$ cat src/rtl/frame_reader_if.sv
// Byte stream from the frame reader to the host link bridge.
interface frame_reader_if;
  logic       out_valid;
  logic       out_ready;
  logic [7:0] out_data;
  logic       out_last;

  modport master (output out_valid, output out_data, output out_last, input out_ready);
  modport slave  (input out_valid, input out_data, input out_last, output out_ready);
endinterface

$ cat src/rtl/frame_reader.sv
// Reads a captured frame back from SRAM port 1 and streams it out LSB-first as bytes.
// state | meaning
// IDLE  | waiting for start
// WAIT  | frame accepted, waiting for fetch_done
// READ  | issuing reads at addresses 0..last_addr
// DRAIN | all reads issued, emptying FIFO and serializer
// DONE  | one-cycle done pulse, then back to IDLE
module frame_reader #(
  parameter int RD_LAT     = 2,
  parameter int FIFO_DEPTH = 4
) (
  input  logic                  clk,
  input  logic                  reset,
  input  logic                  start,
  input  logic                  fetch_done,
  input  logic [17:0]           last_addr,
  output logic                  s1_RE,
  output logic [17:0]           s1_Addr,
  input  logic [31:0]           s1_RD,
  frame_reader_if.master        stream,
  output logic                  busy,
  output logic                  done
);

  localparam int PW = (FIFO_DEPTH > 1) ? $clog2(FIFO_DEPTH) : 1;
  localparam int OW = $clog2(FIFO_DEPTH + 1);
  localparam logic [PW:0]   FULL_CNT = FIFO_DEPTH[PW:0];
  localparam logic [OW-1:0] OCC_MAX  = FIFO_DEPTH[OW-1:0];

  typedef enum logic [2:0] {S_IDLE, S_WAIT, S_READ, S_DRAIN, S_DONE} state_t;

  state_t            state;
  logic [18:0]       n_words;
  logic [18:0]       rd_cnt;
  logic [20:0]       pres_cnt;
  logic [RD_LAT-1:0] iss_pipe;
  logic [31:0]       fifo_mem [FIFO_DEPTH];
  logic [PW:0]       wr_ptr;
  logic [PW:0]       rd_ptr;
  logic [OW-1:0]     occ;
  logic [31:0]       word_q;
  logic [1:0]        sel;
  logic              word_ok;

  logic              issue;
  logic              cap;
  logic              xfer;
  logic              slot_free;
  logic              fifo_empty;
  logic              fifo_full;
  logic              pop;
  logic [31:0]       fifo_head;
  logic [7:0]        next_byte;
  logic [20:0]       last_idx;

  // occ counts words issued but not yet popped, so FIFO space is reserved at issue time
  always_comb begin
    issue      = (state == S_READ) && (rd_cnt != n_words) && (occ < OCC_MAX);
    cap        = iss_pipe[RD_LAT-1];
    fifo_empty = (wr_ptr == rd_ptr);
    fifo_full  = ((wr_ptr - rd_ptr) == FULL_CNT);
    fifo_head  = fifo_mem[rd_ptr[PW-1:0]];
    xfer       = stream.out_valid && stream.out_ready;
    slot_free  = !stream.out_valid || xfer;
    pop        = slot_free && !word_ok && !fifo_empty;
    next_byte  = word_ok ? word_q[{sel, 3'b000} +: 8] : fifo_head[7:0];
    last_idx   = {n_words, 2'b00} - 21'd1;
  end

  always_ff @(posedge clk) begin
    if (cap) fifo_mem[wr_ptr[PW-1:0]] <= s1_RD;
  end

  always_ff @(posedge clk) begin
    if (reset) begin
      state            <= S_IDLE;
      n_words          <= '0;
      rd_cnt           <= '0;
      pres_cnt         <= '0;
      iss_pipe         <= '0;
      wr_ptr           <= '0;
      rd_ptr           <= '0;
      occ              <= '0;
      word_q           <= '0;
      sel              <= '0;
      word_ok          <= 1'b0;
      s1_RE            <= 1'b1;
      s1_Addr          <= '0;
      stream.out_valid <= 1'b0;
      stream.out_data  <= '0;
      stream.out_last  <= 1'b0;
      busy             <= 1'b0;
      done             <= 1'b0;
    end else begin
      assert (!(cap && fifo_full));

      if (issue) begin
        s1_RE   <= 1'b0;
        s1_Addr <= rd_cnt[17:0];
        rd_cnt  <= rd_cnt + 19'd1;
      end else begin
        s1_RE   <= 1'b1;
      end
      iss_pipe <= RD_LAT'({iss_pipe, ~s1_RE});
      if (cap) wr_ptr <= wr_ptr + 1'b1;
      if (pop) rd_ptr <= rd_ptr + 1'b1;
      occ <= occ + OW'(issue) - OW'(pop);

      if (slot_free) begin
        if (word_ok || !fifo_empty) begin
          stream.out_valid <= 1'b1;
          stream.out_data  <= next_byte;
          stream.out_last  <= (pres_cnt == last_idx);
          pres_cnt         <= pres_cnt + 21'd1;
          if (word_ok) begin
            sel     <= sel + 2'd1;
            word_ok <= (sel != 2'd3);
          end else begin
            word_q  <= fifo_head;
            sel     <= 2'd1;
            word_ok <= 1'b1;
          end
        end else begin
          stream.out_valid <= 1'b0;
          stream.out_last  <= 1'b0;
        end
      end

      case (state)
        S_IDLE: begin
          if (start) begin
            n_words  <= {1'b0, last_addr} + 19'd1;
            rd_cnt   <= '0;
            pres_cnt <= '0;
            busy     <= 1'b1;
            state    <= S_WAIT;
          end
        end
        S_WAIT: begin
          if (fetch_done) state <= S_READ;
        end
        S_READ: begin
          if (issue && (rd_cnt == n_words - 19'd1)) state <= S_DRAIN;
        end
        S_DRAIN: begin
          if (xfer && stream.out_last) begin
            busy  <= 1'b0;
            done  <= 1'b1;
            state <= S_DONE;
          end
        end
        S_DONE: begin
          done  <= 1'b0;
          state <= S_IDLE;
        end
        default: state <= S_IDLE;
      endcase
    end
  end

endmodule

$ cat src/flat_wrapper.sv
// flat-port wrapper written by rule: the top's interface ports become plain ports
module frame_reader_flat 
#(
  parameter int RD_LAT     = 2,
  parameter int FIFO_DEPTH = 4
)
  (clk, reset, start, fetch_done, last_addr, s1_RE, s1_Addr, s1_RD, busy, done, stream_out_valid, stream_out_data, stream_out_last, stream_out_ready);
  frame_reader_if stream_i ();
  input  logic clk;
  input  logic reset;
  input  logic start;
  input  logic fetch_done;
  input  logic [17:0] last_addr;
  output logic s1_RE;
  output logic [17:0] s1_Addr;
  input  logic [31:0] s1_RD;
  output logic busy;
  output logic done;
  output wire logic [$bits(stream_i.out_valid)-1:0] stream_out_valid;
  output wire logic [$bits(stream_i.out_data)-1:0] stream_out_data;
  output wire logic [$bits(stream_i.out_last)-1:0] stream_out_last;
  input wire logic [$bits(stream_i.out_ready)-1:0] stream_out_ready;
  assign stream_out_valid = stream_i.out_valid;
  assign stream_out_data = stream_i.out_data;
  assign stream_out_last = stream_i.out_last;
  assign stream_i.out_ready = stream_out_ready;
  frame_reader #(.RD_LAT(RD_LAT), .FIFO_DEPTH(FIFO_DEPTH)) u_core (.clk(clk), .reset(reset), .start(start), .fetch_done(fetch_done), .last_addr(last_addr), .s1_RE(s1_RE), .s1_Addr(s1_Addr), .s1_RD(s1_RD), .stream(stream_i), .busy(busy), .done(done));
endmodule
$ cat config.mk
export PLATFORM = sky130hd
export DESIGN_NAME = frame_reader_flat
export DESIGN_NICKNAME = d
export VERILOG_FILES = /design/src/rtl/frame_reader_if.sv /design/src/rtl/frame_reader.sv /design/src/flat_wrapper.sv
export SDC_FILE = /design/constraint.sdc
export NUM_CORES = 1
export LEC_CHECK = 0
export CAP_MARGIN = 20
export CELL_PAD_IN_SITES_DETAIL_PLACEMENT = 2
export CELL_PAD_IN_SITES_GLOBAL_PLACEMENT = 2
export CORE_MARGIN = 2
export CORE_UTILIZATION = 40
export DETAILED_ROUTE_END_ITERATION = 7
export PLACE_DENSITY = 0.82
export SYNTH_ARGS = -nofsm -noshare
export SYNTH_HDL_FRONTEND = slang
export SYNTH_SLANG_ARGS = --single-unit
$ cat constraint.sdc
create_clock -name clk -period 9.2 [get_ports clk]
set_input_delay 1.84 -clock clk [delete_from_list [all_inputs] [get_ports clk]]
set_output_delay 1.84 -clock clk [all_outputs]
set_load 0.02 [all_outputs]
==> results.py, run 1 <==
metrics = {
    "global_route": {
        "grt_util_met2_pct": 44.0,
        "top_usage_layer": "met2",
        "grt_max_degree": 81,
        "grt_pass1_vias": 9348,
        "use_met3_pct": 3.74,
        "grt_use_met1_pct": 26.4,
        "track_usage_pct": 23.2,
        "antenna_found_initial": 0,
        "grt_pass1_wl_um": 54800,
        "grt_overflow": 0,
    },
    "timing": {
        "tightestPinTransition_ps": 902,
        "clock_skew_ps": 8.90,
        "finalHoldViolations": 0,
        "period_share_pct": 49.9,
        "finalMaxSlewViolations": 0,
        "holdWs_ps": 458,
        "period_minus_slack_ps": 4590,
        "setup_ws_ps": 4610,
        "setup_viol": 0,
        "relSlewSlack_pct": 39.9,
        "setup_tns_ps": 0,
        "rsz0062_at_grt": "no",
        "fmax_ghz": 0.218,
    },
    "finish": {
        "nFillCells": 2842,
        "fin_nets": 1174,
        "layout-area-overhead-vs-synth_pct": 18.2,
        "stdcell_area_um2": 13900,
        "final_cells": 1512,
        "final_util_pct": 48.1,
        "drive_gt1_share_pct": 9.40,
        "insertedDiodeCount": 0,
    },
    "detailed_routing": {
        "drtPass1Iterations": 4,
        "drcViolationCount": 0,
        "drtAntennaViolNets": 0,
        "vias": 8267,
        "wl_um": 35000,
        "drtIter0Drc": 424,
        "wl_per_cell_um": 23.1,
        "via_per_inst": 5.47,
    },
    "pwr": {
        "pwr-share-comb_pct": 20.0,
        "pwr-share-clk_pct": 36.4,
        "pwr-share-seq_pct": 43.6,
        "leakage_nw": 4.51,
        "irDropWorstVdd_v": 0.000198,
        "p_int_mw": 2.31,
        "swShare_pct": 29.5,
        "switchingPower_mw": 0.966,
        "power_density_nw_per_um2": 237,
        "total_power_mw": 3.28,
    },
    "status": {
        "outcome": "finished clean",
    },
    "yosys": {
        "synth.net_count": 1113,
        "synth_top_flop_cell": "dfxtp_1",
        "syn_area_um2": 11700,
        "synthTopCellsByArea": "edfxtp_1 33%, dfxtp_1 24%, mux4_2 7.7%, xnor2_1 5.4%, nand2_1 4.9%",
        "ys.warnings.count": 0,
        "synth_top_cell_by_area": "edfxtp_1",
        "synth_cell_type_count": 56,
        "avgSynthCellArea_um2": 11.2,
        "syn_inst": 1045,
        "async_flop_share_pct": 0,
        "ys_seq_area_share_pct": 56.9,
        "yosys_register_bits": 269,
        "yosysTopAreaCellShare_pct": 32.8,
        "synth_edf_count": 128,
    },
    "clock_network": {
        "cts_root_buffer": "clkbuf_16",
        "cts_resized": 0,
        "postCtsSetupBuffers": 0,
        "cts.htree.levels": 1,
        "cts_buffer_depth": 3,
        "cts-buffers-inserted": 29,
        "ctsHoldBuffers": 0,
        "clock_sinks": 269,
        "cts_tree": "built",
        "clk_pin_slew_ps": 60,
        "clock_latency_ps": 560,
    },
    "floorplan": {
        "die_x_um": 175,
        "die_area_um2": 30700,
        "fp.dieH_um": 175,
        "row_count": 62,
        "design.portCount": 86,
        "initial_core_util_pct": 40.7,
        "core_area_um2": 28800,
    },
    "worst_setup_path": {
        "endpoint_kind": "flop",
        "r2r_slack_ps": 5550,
        "reg2reg_depth": 9,
        "crit_fanout": 36,
        "required_ps": 9620,
        "crit_arrival_ps": 5010,
        "crit_type": "input port to flop",
        "cp-start-kind": "input port",
    },
    "hold_path": {
        "hp-class": "flop to flop",
        "holdPathStages": 1,
    },
    "placed_design": {
        "dpl.cell_count": 1459,
        "hpwlAfterDp_um": 23300,
        "pre_cts_ws_ps": 4050,
        "gp_congestion": 0.801,
        "port-buffer-count": 85,
        "dpl_cell_area_um2": 12900,
    },
    "flow_run": {
        "cap_violations": 0,
    },
}
==> per-layer routing <==
| layer | up-vias | share of wire [%] |
|---|---|---|
| li1 | 3820 | - |
| met1 | 4239 | 40 |
| met2 | 142 | 54 |
| met3 | 66 | 3.5 |
| met4 | 0 | 3.1 |
| met5 | - | 0 |
==> state kept, by name, indices dropped and copies added (netlist names), 3 cells and up, named ones only <==
signal and flops:
u_core.word_q 32, u_core.rd_cnt 19, u_core.pres_cnt 21, u_core.occ 3, u_core.n_words 19, u_core.state 3, u_core.s1_Addr 18, u_core.wr_ptr 3
u_core.stream.out_data 8, u_core.rd_ptr 3, u_core.fifo_mem 128
==> cell usage in the layout (no fill, tap or decap), drive strengths merged, types with 19 or more instances in the layout <==
cell	n
nor2	105
nand3	25
nor3	19
edfxtp	128
clkbuf	40
clkdlybuf4s50	84
xor2	47
a21oi	69
xnor2	72
mux4	40
nand2	154
dfxtp	141
==> cell families (layout without fill, tap and decap cells) <==
kind of cell | count (synthesis) | in the layout | share of synthesized area [%]
simple gates | 390 | 390 | 15.3
flops | 269 | 269 | 56.9
compound gates | 125 | 125 | 6.35
xor+xnor | 121 | 121 | 9.28
buf+inv | 84 | 167 | 2.82
mux | 43 | 43 | 7.94
fa+ha+maj | 13 | 13 | 1.45
==> path summary, 6_finish.rpt <==
kind                                          from            endpoint
worst max-delay path              stream_out_ready       u_core.occ[2]
worst min-delay path            u_core.iss_pipe[0]  u_core.iss_pipe[1]
worst max register to register   u_core.n_words[0]     u_core.state[0]
worst min register to register  u_core.iss_pipe[0]  u_core.iss_pipe[1]
==> area by class of cell <==
type	instances	area (um^2)	share of cell area (%)
flip-flops and latches	269	6670	48.1
multi-input cells	692	4740	34.2
clock inverters	13	176	1.27
repair buffers	97	938	6.77
inverters	17	63.8	0.461
well taps	384	480	3.47
clock buffers	40	787	5.68
==> cell usage after synthesis, types with 4 or more instances <==
master and n:
a211oi_1 17, a21oi_1 69, a311oi_1 9, and2_1 6, and3_1 10, buf_1 9, clkbuf_1 53, dfxtp_1 141
edfxtp_1 128, ha_1 12, inv_1 15, mux4_2 40, nand2_1 154, nand3_1 25, nand3b_1 4, nand4_1 17
nor2_1 105, nor2b_1 4, nor3_1 19, nor4_1 11, o21ai_0 15, or3_1 10, or4_1 6, xnor2_1 72
xor2_1 47
==> critical path, cell delays in order <==
cell and delay (ps):
clkdlybuf4s50_1 510, nor2b_1 90, or3_1 330, buf_4 260, inv_2 570, ha_1 350, inv_1 60, ha_1 130
inv_1 50, fa_1 390, xor2_1 210, xnor2_1 160, nor2_1 60
==> power groups by stage <==
| stage | registers (mW) | logic [mW] | clock network [mW] |
|---|---|---|---|
| detailed placement | 1.45 | 0.642 | 0 |
| global route | 1.44 | 0.722 | 1.26 |
| finish | 1.43 | 0.655 | 1.19 |
| CTS | 1.43 | 0.665 | 1.22 |
| global placement | 1.45 | 0.606 | 0 |
| floorplan | 1.39 | 0.480 | 0 |
No activity file was read; power rests on OpenSTA's default activity.
==> inputs of run 2 (changes only) <==
- CORE_UTILIZATION: 40 -> 39
- PLACE_DENSITY: 0.82 -> 0.8
- clock period: 9.2 -> 4.29 ns (I/O delays scaled with it)
==> results.py, run 2 (synthesis gave the netlist of run 1 again) <==
metrics = {
    "global_route": {
        "grt_pass1_wl_um": 54300,
        "track_usage_pct": 22.8,
        "grt_pass1_vias": 9256,
        "grt_max_degree": 48,
        "grt_overflow": 0,
        "antenna_found_initial": 0,
    },
    "worst_setup_path": {
        "r2r-end": "u_core.state[0]",
        "reg2reg_depth": 7,
        "crit_arrival_ps": 3810,
        "required_ps": 4770,
        "crit_type": "flop to flop",
        "crit_fanout": 11,
        "endpoint_kind": "flop",
        "cp-start-kind": "flop",
        "r2r-start": "u_core.n_words[8]",
        "r2r_slack_ps": 960,
    },
    "floorplan": {
        "row_count": 63,
        "fp.dieH_um": 177,
        "die_x_um": 177,
        "core_area_um2": 29600,
        "design.portCount": 86,
        "die_area_um2": 31500,
        "initial_core_util_pct": 39.5,
    },
    "finish": {
        "insertedDiodeCount": 0,
        "drive_gt1_share_pct": 9.96,
        "register_area_um2": 6670,
        "multi_input_area_um2": 4740,
        "largest_register_ffs": 128,
        "stdcell_area_um2": 13900,
        "final_common_cell": "nand2_1",
        "final_cells": 1525,
        "final_cell_mix": "154 x nand2_1, 140 x dfxtp_1, 128 x edfxtp_1, 105 x nor2_1, 84 x clkdlybuf4s50_1",
        "fin_nets": 1179,
        "final_util_pct": 47.0,
        "layout-area-overhead-vs-synth_pct": 18.8,
        "nFillCells": 3006,
    },
    "hold_path": {
        "holdPathEnd": "u_core.iss_pipe[1]",
        "holdPathStages": 1,
        "hp-class": "flop to flop",
        "worstHoldStart": "u_core.iss_pipe[0]",
    },
    "placed_design": {
        "dpl.cell_count": 1468,
        "dpl_cell_area_um2": 12900,
        "pre_cts_ws_ps": 1000,
        "gp_congestion": 0.869,
        "hpwlAfterDp_um": 23700,
        "port-buffer-count": 85,
    },
    "detailed_routing": {
        "wl_met3_um": 1270,
        "drcViolationCount": 0,
        "drtPass1Iterations": 5,
        "met1_length_um": 14200,
        "wl_per_cell_um": 22.9,
        "routed.top_layer": "met4",
        "via_per_inst": 5.41,
        "wl_met2_um": 18700,
        "drtAntennaViolNets": 0,
        "drtIter0Drc": 436,
        "wl_um": 35000,
        "vias": 8246,
    },
    "timing": {
        "setup_tns_ps": 0,
        "setup_ws_ps": 959,
        "finalMaxSlewViolations": 0,
        "rsz0062_at_grt": "no",
        "tightestPinTransition_ps": 947,
        "finalHoldViolations": 0,
        "fmax_ghz": 0.300,
        "period_minus_slack_ps": 3330,
        "clock_skew_ps": 25.7,
        "relSlewSlack_pct": 36.9,
        "period_share_pct": 77.7,
        "holdWs_ps": 443,
        "setup_viol": 0,
    },
    "pwr": {
        "swShare_pct": 29.6,
        "switchingPower_mw": 2.10,
        "pwr-share-clk_pct": 36.9,
        "power_density_nw_per_um2": 509,
        "pwr-share-comb_pct": 19.5,
        "irDropWorstVdd_v": 0.000365,
        "leakage_nw": 4.54,
        "p_int_mw": 4.99,
        "pwr-share-seq_pct": 43.6,
        "total_power_mw": 7.08,
    },
    "clock_network": {
        "ctsHoldBuffers": 0,
        "cts_resized": 0,
        "cts.htree.levels": 1,
        "clock_sinks": 269,
        "cts_root_buffer": "clkbuf_16",
        "cts-buffers-inserted": 31,
        "postCtsSetupBuffers": 0,
        "cts_tree": "built",
        "clock_latency_ps": 570,
        "clk_pin_slew_ps": 60,
        "cts_buffer_depth": 3,
    },
    "status": {
        "outcome": "finished clean",
    },
    "flow_run": {
        "cap_violations": 0,
    },
}
[run 2: cell count changes in the layout (fill, tap and decap cells not counted), sizes merged]
cell / before / now
clkinv: 9 / 14
clkinvlp: 0 / 1
clkbuf: 40 / 39
bufinv: 4 / 3
buf: 13 / 16
[run 2: critical path, cell delays in order (launching register included)]
cell and delay (ps):
dfxtp_1 440, or4_4 620, or4_1 460, or4_1 500, mux2i_1 150, or4_1 410
or4b_1 540, o21ai_1 140
[run 2: worst max path at each step]
| stage | start | endpoint | slack [ps] | cells past startpoint |
|---|---|---|---|---|
| 3_3_place_gp | u_core.n_words[8] | u_core.state[0] | 1060 | 7 |
| 4_1_cts | u_core.n_words[8] | u_core.state[0] | 960 | 7 |
| 6_report | u_core.n_words[8] | u_core.state[0] | 960 | 7 |
| 2_1_floorplan | stream_out_ready | u_core.occ[2] | 1210 | 13 |
| 3_5_place_dp | u_core.n_words[8] | u_core.state[0] | 1000 | 7 |
| 5_1_grt | u_core.n_words[0] | u_core.state[0] | 770 | 9 |
[run 2: per-layer routing]
metal / vias up / track usage [%]
met5: - / 0
met4: 0 / 6.83
met3: 46 / 3.06
met2: 148 / 43.0
met1: 4220 / 26.7
li1: 3832 / -
[run 2: power by group through the flow]
| stage | clock [mW] | sequential, mW | combinational [mW] |
|---|---|---|---|
| 4_1_cts | 2.68 | 3.10 | 1.40 |
| 2_1_floorplan | 0 | 2.97 | 1.03 |
| 3_3_place_gp | 0 | 3.13 | 1.31 |
| 5_1_grt | 2.78 | 3.12 | 1.52 |
| 3_5_place_dp | 0 | 3.15 | 1.36 |
| 6_report | 2.61 | 3.09 | 1.38 |
[run 2: area by class of cell]
class	instances	area share (%)
inverters	17	0.458
multi-input cells	692	34.0
flip-flops and latches	269	47.9
repair buffers	100	6.90
clock buffers	39	5.94
clock inverters	18	1.27
well taps	390	3.50
